**src/rtl/mandlebrot_scheduler.sv**
```systemverilog
// Iteration scheduler for the mandlebrot core: admits pixels into free ring slots,
// recirculates returning z values and retires finished pixels to a one-entry output register.
module mandlebrot_scheduler #(
  parameter int WIDTH    = 8,
  parameter int CORE_LAT = 2*WIDTH+3,
  parameter int ITER_W   = 8,
  parameter int MAX_ITER = 255,
  parameter int TAG_W    = 16
) (
  input  logic              clk,
  input  logic              rst,
  input  logic [WIDTH-1:0]  in_re_c,
  input  logic [WIDTH-1:0]  in_im_c,
  input  logic [TAG_W-1:0]  in_tag,
  input  logic              in_valid,
  output logic              in_ready,
  output logic [WIDTH-1:0]  core_re,
  output logic [WIDTH-1:0]  core_im,
  output logic [WIDTH-1:0]  core_re_c,
  output logic [WIDTH-1:0]  core_im_c,
  output logic              core_valid,
  input  logic [WIDTH-1:0]  core_re_o,
  input  logic [WIDTH-1:0]  core_im_o,
  input  logic              core_escaped,
  input  logic              core_valid_o,
  output logic [TAG_W-1:0]  out_tag,
  output logic [ITER_W-1:0] out_iter,
  output logic              out_inset,
  output logic              out_valid,
  input  logic              out_ready,
  output logic              sync_err
);

  localparam int L     = CORE_LAT + 1;
  localparam int CNT_W = $clog2(L + 1);

  // inset is kept with the slot so a parked pixel still knows whether it escaped
  typedef struct packed {
    logic              occ;
    logic              done;
    logic              inset;
    logic [WIDTH-1:0]  re_c;
    logic [WIDTH-1:0]  im_c;
    logic [TAG_W-1:0]  tag;
    logic [ITER_W-1:0] iter;
  } slot_t;

  slot_t              issue_q, issue_d;
  slot_t              side_q [CORE_LAT];
  slot_t              tail;
  logic [WIDTH-1:0]   z_re_d, z_im_d;
  logic [ITER_W-1:0]  n_iter, fin_iter;
  logic               hit_limit, finished, out_free, retire, slot_free, fin_inset;
  logic [CNT_W-1:0]   mask_cnt;

  assign tail       = side_q[CORE_LAT-1];
  assign core_valid = issue_q.occ;
  assign core_re_c  = issue_q.re_c;
  assign core_im_c  = issue_q.im_c;

  assign n_iter    = tail.iter + 1'b1;
  assign hit_limit = (n_iter == ITER_W'(MAX_ITER));
  assign finished  = tail.occ && (tail.done || core_escaped || hit_limit);
  assign out_free  = !out_valid || out_ready;
  assign retire    = finished && out_free;
  assign slot_free = !tail.occ || retire;
  assign fin_iter  = tail.done ? tail.iter : n_iter;
  assign fin_inset = tail.done ? tail.inset : (hit_limit && !core_escaped);
  assign in_ready  = !rst && slot_free;

  // returning slots always win; new pixels only fill a slot that is free this cycle
  always_comb begin
    issue_d = '0;
    z_re_d  = '0;
    z_im_d  = '0;
    if (tail.occ && !retire) begin
      issue_d       = tail;
      issue_d.done  = finished;
      issue_d.iter  = fin_iter;
      issue_d.inset = fin_inset;
      z_re_d        = core_re_o;
      z_im_d        = core_im_o;
    end else if (in_valid && in_ready) begin
      issue_d.occ  = 1'b1;
      issue_d.re_c = in_re_c;
      issue_d.im_c = in_im_c;
      issue_d.tag  = in_tag;
    end
  end

  always_ff @(posedge clk) begin
    if (rst) begin
      issue_q   <= '0;
      core_re   <= '0;
      core_im   <= '0;
      for (int i = 0; i < CORE_LAT; i++) side_q[i] <= '0;
      out_valid <= 1'b0;
      out_tag   <= '0;
      out_iter  <= '0;
      out_inset <= 1'b0;
      sync_err  <= 1'b0;
      mask_cnt  <= CNT_W'(L);
    end else begin
      issue_q   <= issue_d;
      core_re   <= z_re_d;
      core_im   <= z_im_d;
      side_q[0] <= issue_q;
      for (int i = 1; i < CORE_LAT; i++) side_q[i] <= side_q[i-1];

      if (retire) begin
        out_valid <= 1'b1;
        out_tag   <= tail.tag;
        out_iter  <= fin_iter;
        out_inset <= fin_inset;
      end else if (out_ready) begin
        out_valid <= 1'b0;
      end

      // the core pipeline is not reset, so stale valids are ignored for one ring lap
      if (mask_cnt != '0) mask_cnt <= mask_cnt - 1'b1;
      else if (core_valid_o != tail.occ) sync_err <= 1'b1;
    end
  end

endmodule

```
**config.mk**
```make
export PLATFORM = sky130hd
export DESIGN_NAME = mandlebrot_scheduler
export DESIGN_NICKNAME = d
export VERILOG_FILES = /design/src/rtl/mandlebrot_scheduler.sv
export SDC_FILE = /design/constraint.sdc
export NUM_CORES = 1
export LEC_CHECK = 0
export ABC_AREA = 1
export CORE_ASPECT_RATIO = 1.75
export CORE_UTILIZATION = 58
export CTS_CLUSTER_SIZE = 10
export DETAILED_ROUTE_END_ITERATION = 6
export PLACE_DENSITY = 0.81
export SYNTH_ARGS = -nofsm -noshare
export SYNTH_HDL_FRONTEND = slang
export SYNTH_SLANG_ARGS = --single-unit
```
**constraint.sdc**
```tcl
create_clock -name clk -period 2.1 [get_ports clk]
set_input_delay 0.42 -clock clk [delete_from_list [all_inputs] [get_ports clk]]
set_output_delay 0.42 -clock clk [all_outputs]
set_load 0.03 [all_outputs]
```
## Yosys cells after proc, flatten, opt, wreduce, memory -nomap -nowiden

Memory sizes are Yosys's and may differ from the RTL's.
Index checks and enable logic that the tools add are counted.

- Bits in registers: 91
- Memory bits (writable): 817
- Bits of input ports: 54
- Output and inout bits: 61
- Logic and storage cells: 90
- Memories: 1

Memories:

| memory | words | bits a word | rd ports | clocked after memory_dff | write ports | RTL line | source |
|---|---|---|---|---|---|---|---|
| side_q | 19 | 43 | 19 | 0 | 19 | 49 | `slot_t side_q [CORE_LAT];` |

- Add/sub/neg operators: 2
- Equal/unequal tests: 2
- Muxes and demuxes: 30
- Bitwise logic cells: 21
- Reduce and logical (&&, ||, !) cells: 19

Operators by type and width:

| operator | number |
|---|---|
| 2-to-1 mux 43 bit | 19 |
| 2-to-1 mux 32 bit | 2 |
| bitwise OR 1 bit | 19 |
| adder 8 x 1 -> 8 bit, second input constant | 1 |
| equality test 8 bit, second input constant | 1 |
| 2-to-1 mux 1 bit | 8 |
| 2-to-1 mux 8 bit | 1 |
| logical AND 1 bit | 6 |
| zero test 1 bit | 5 |
| nonzero test 5 bit | 1 |
| subtractor 5 x 1 -> 5 bit, second input constant | 1 |
| logical OR 1 bit | 4 |
| NOT 1 bit | 2 |
| AND reduction 2 bit | 1 |
| nonzero test 2 bit | 1 |
| OR reduction 2 bit | 1 |
| != test 1 bit | 1 |

## Longest topological paths before layout

- Word-level depth: 10
- Depth in mapped cells: 14
- Depth with buffers taken out: 12

## Worst setup path before layout

OpenSTA, ideal clock, no wires.

- Path type: register -> output
- Start: memory side_q[0][774] (netlist bit)
- End: output in_ready
- Arrival time: 1.808 ns
- Data required time: 1.680 ns
- Setup slack: -0.128 ns
- Stages on the path, launching flop included: 11
- Path buffers: 1
- Path through: dfxtp_1 ha_1 nand3_1 o21bai_1 nand2_1 nor2_1 nand3_2 nand2_4 a21boi_4 buf_2 nor2_1

RTL lines:

| item | RTL line | source |
|---|---|---|
| start: declaration | 49 |  |
| end: declaration | 16 | `output logic in_ready,` |

==> results.cfg <==
[synth]
syn_area_um2 = 26500
synth_nets = 3074
ys_top_cells_by_count = dfxtp_1, inv_1, nor2_1, clkbuf_1, nand2_1
synthCells = 3017
syn_area_per_cell_um2 = 8.78
synth_most_common_cell = dfxtp_1
ys_types = 28
synth_area_leaders = dfxtp_1, inv_1, nor2_1
synth_seq_cells = 908
yosys_most_used_dff = dfxtp_1
yosysTopAreaCellShare_pct = 68.7
synth_area_leader_cell = dfxtp_1
ys_warn_count = 0
async_flop_share_pct = 0
ys_seq_area_share_pct = 68.7
synth_enable_flop_cells = 0

[sta]
setup_ws_ns = -0.429
clock_skew_ns = 0.0374
finalSetupViolCount = 1
post-route-period-util_pct = 120
maxSlewViolCount = 0
setup_tns_ns = -0.429
worstMarginPinSlew_ns = 0.450
slew_headroom_pct = 70.0
rsz0062_at_grt = yes
period_needed_ns = 2.53
fmax_mhz = 395
hold_viol = 0

[route]
first_pass_iters = 5
drt_iter0_drc = 995
antenna_left = 0
finalWirelength_um = 50300
vias = 16700
avgViaCountPerCell = 4.48
wl_per_cell_um = 13.5
drcViolationCount = 0

[critical_path]
critPathLaunchType = flip-flop
critical-path-slowest-cell = dfxtp_4
critical_path_required_ns = 1.68
r2r_cells = 13
cp-end-kind = output pin
cp_num_buf_inv = 1
reg2reg_to = core_re_c[7]$_SDFF_PP0_
crit_type = flip-flop to output pin
path_max_fanout = 3
worstSetupStartpoint = side_q[0][774]$_SDFF_PP0_
crit_path_max_incr_delay_ns = 0.36
worst-r2r-setup-slack_ns = 0.11
crit_path_cell_trace = ha_4 -> nand2_4 -> nor2_4 -> nand2_1 -> nand3_2 -> nor2_2 -> nand3_4 -> nand2_4 -> a21boi_4 -> nor2_2 -> buf_6
cp_top_family = simple AND/OR/NAND/NOR gates
crit_arrival_ns = 2.11
r2r-start = side_q[0][774]$_SDFF_PP0_

[floorplan]
num_io_pins = 115
initial_core_util_pct = 58.7
rows = 103
die_area_um2 = 46500
fp.coreArea_um2 = 45100
die_h_um = 285
dieWidth_um = 164

[finish]
nets = 3207
final_cell_area_um2 = 31200
drive_gt1_share_pct = 6.18
syn_to_final_growth_pct = 17.9
antennaDiodeCount = 0
fin_util_pct = 69.2

[place]
gp_congestion = 0.876
dp_hpwl_um = 28300
portBuffers = 114
place_area_um2 = 28300

[power]
power.leakage_nw = 12.6
p_per_area_nw_per_um2 = 1050
peakVddDrop_uv = 631

[clock_network]
cts.sinks = 908
clock_latency_ns = 0.65
cts_htree_levels = 3
ctsHoldBuffers = 0
root_buffer = clkbuf_16
cts_inserted_buffers = 100
path_clk_slew_ns = 0.06
cts_tree = yes
cts.path.max_buffers = 3

[hold_path]
holdPathEnd = side_q[0][810]$_SDFF_PP0_
min_from = rst
worstHoldPathCells = 2
hold_path_class = input port to flip-flop

[run_status]
violations = setup timing
outcome = finished with violations

[global_route]
grt_pass1_wl_um = 82300
grt_max_degree = 107
grt_pass1_vias = 17500
gr-usage-all-layers_pct = 22.0
antenna_found_initial = 0
grt_overflow_total = 0

[run]
maxCapViolCount = 0
==> layer usage <==
| metal | vias up | share of wire, % | global-route usage (%) |
|---|---|---|---|
| met5 | - | 0 | 0 |
| met4 | 0 | 3.0 | 8.50 |
| met3 | 106 | 3.6 | 3.78 |
| met2 | 332 | 52 | 40.1 |
| met1 | 7792 | 41 | 25.2 |
| li1 | 8508 | - | - |
==> power by group <==
part	switching [W]	leakage, nW	internal, W
logic	0.000428	3.98	0.000225
clock network	0.00634	1.31	0.00850
registers	0.0000428	7.32	0.0173
==> layout make-up <==
class | instances | area (µm²)
clock inverters | 7 | 186
repair buffers | 167 | 1790
fillers | 3040 | 13900
inverters | 870 | 3270
well taps | 577 | 722
clock buffers | 101 | 2520
flip-flops and latches | 908 | 18200
multi-input cells | 1103 | 4550
==> worst max path at each step <==
| stage | endpoint | slack (ns) | depth (start not counted) |
|---|---|---|---|
| after detailed placement | core_re_c[6]$_SDFF_PP0_ | -0.1 | 13 |
| after global routing | in_ready | -0.54 | 11 |
| final | in_ready | -0.43 | 11 |
| after floorplan | in_ready | 0.008 | 10 |
| after CTS | in_ready | -0.55 | 10 |
| after global placement | core_im_c[1]$_SDFF_PP0_ | -0.06 | 13 |
==> cell families (layout without fill, tap and decap cells) <==
family / count (synthesis) / count (layout) / synth area share (%)
simple gates: 1061 / 1061 / 15.7
buf+inv: 1006 / 1145 / 14.6
flops: 908 / 908 / 68.7
compound gates: 36 / 36 / 0.751
fa+ha+maj: 3 / 3 / 0.142
xor+xnor: 3 / 3 / 0.0993
==> state kept, by name, summed over array words and instances (netlist names), 5 cells and up <==
signal / cells
issue_q: 26
mask_cnt: 5
core_im: 8
core_im_c: 8
out_tag: 16
out_iter: 8
side_q: 817
core_re_c: 8
core_re: 8
==> layout by cell type (no fill, tap or decap), types with 4 or more instances in the layout <==
| cell type | instances |
|---|---|
| buf_6 | 4 |
| dlymetal6s2s_1 | 7 |
| buf_4 | 31 |
| dlygate4sd2_1 | 34 |
| nor2_1 | 857 |
| nand3_2 | 5 |
| a21oi_1 | 19 |
| clkbuf_16 | 102 |
| o21ai_0 | 12 |
| nand2_2 | 5 |
| nor2_2 | 4 |
| inv_1 | 868 |
| nand3_1 | 68 |
| clkdlybuf4s50_1 | 71 |
| dfxtp_1 | 904 |
| nand4_1 | 24 |
| clkinv_16 | 5 |
| nand2_1 | 87 |
| buf_12 | 16 |
==> through the flow <==
stage                     cells  hold slack, ns  total power (W)  setup WS (ns)
after floorplan            3017           0.388           0.0181        0.00794
after global placement     3618           0.388           0.0184        -0.0607
after detailed placement   3618           0.392           0.0184        -0.0976
after CTS                  3731           0.105           0.0331         -0.552
after global routing       3733           0.118           0.0339         -0.538
final                      3733           0.129           0.0329         -0.429
==> what timing repair did <==
action                                  4_1_cts  5_1_grt
endpoints found under the setup margin       83       59
cloned                                        1        2
gates resized for setup                      60       22
pin swaps                                    12       13
buffers inserted                              6        0
(Power assumes the default switching activity.)
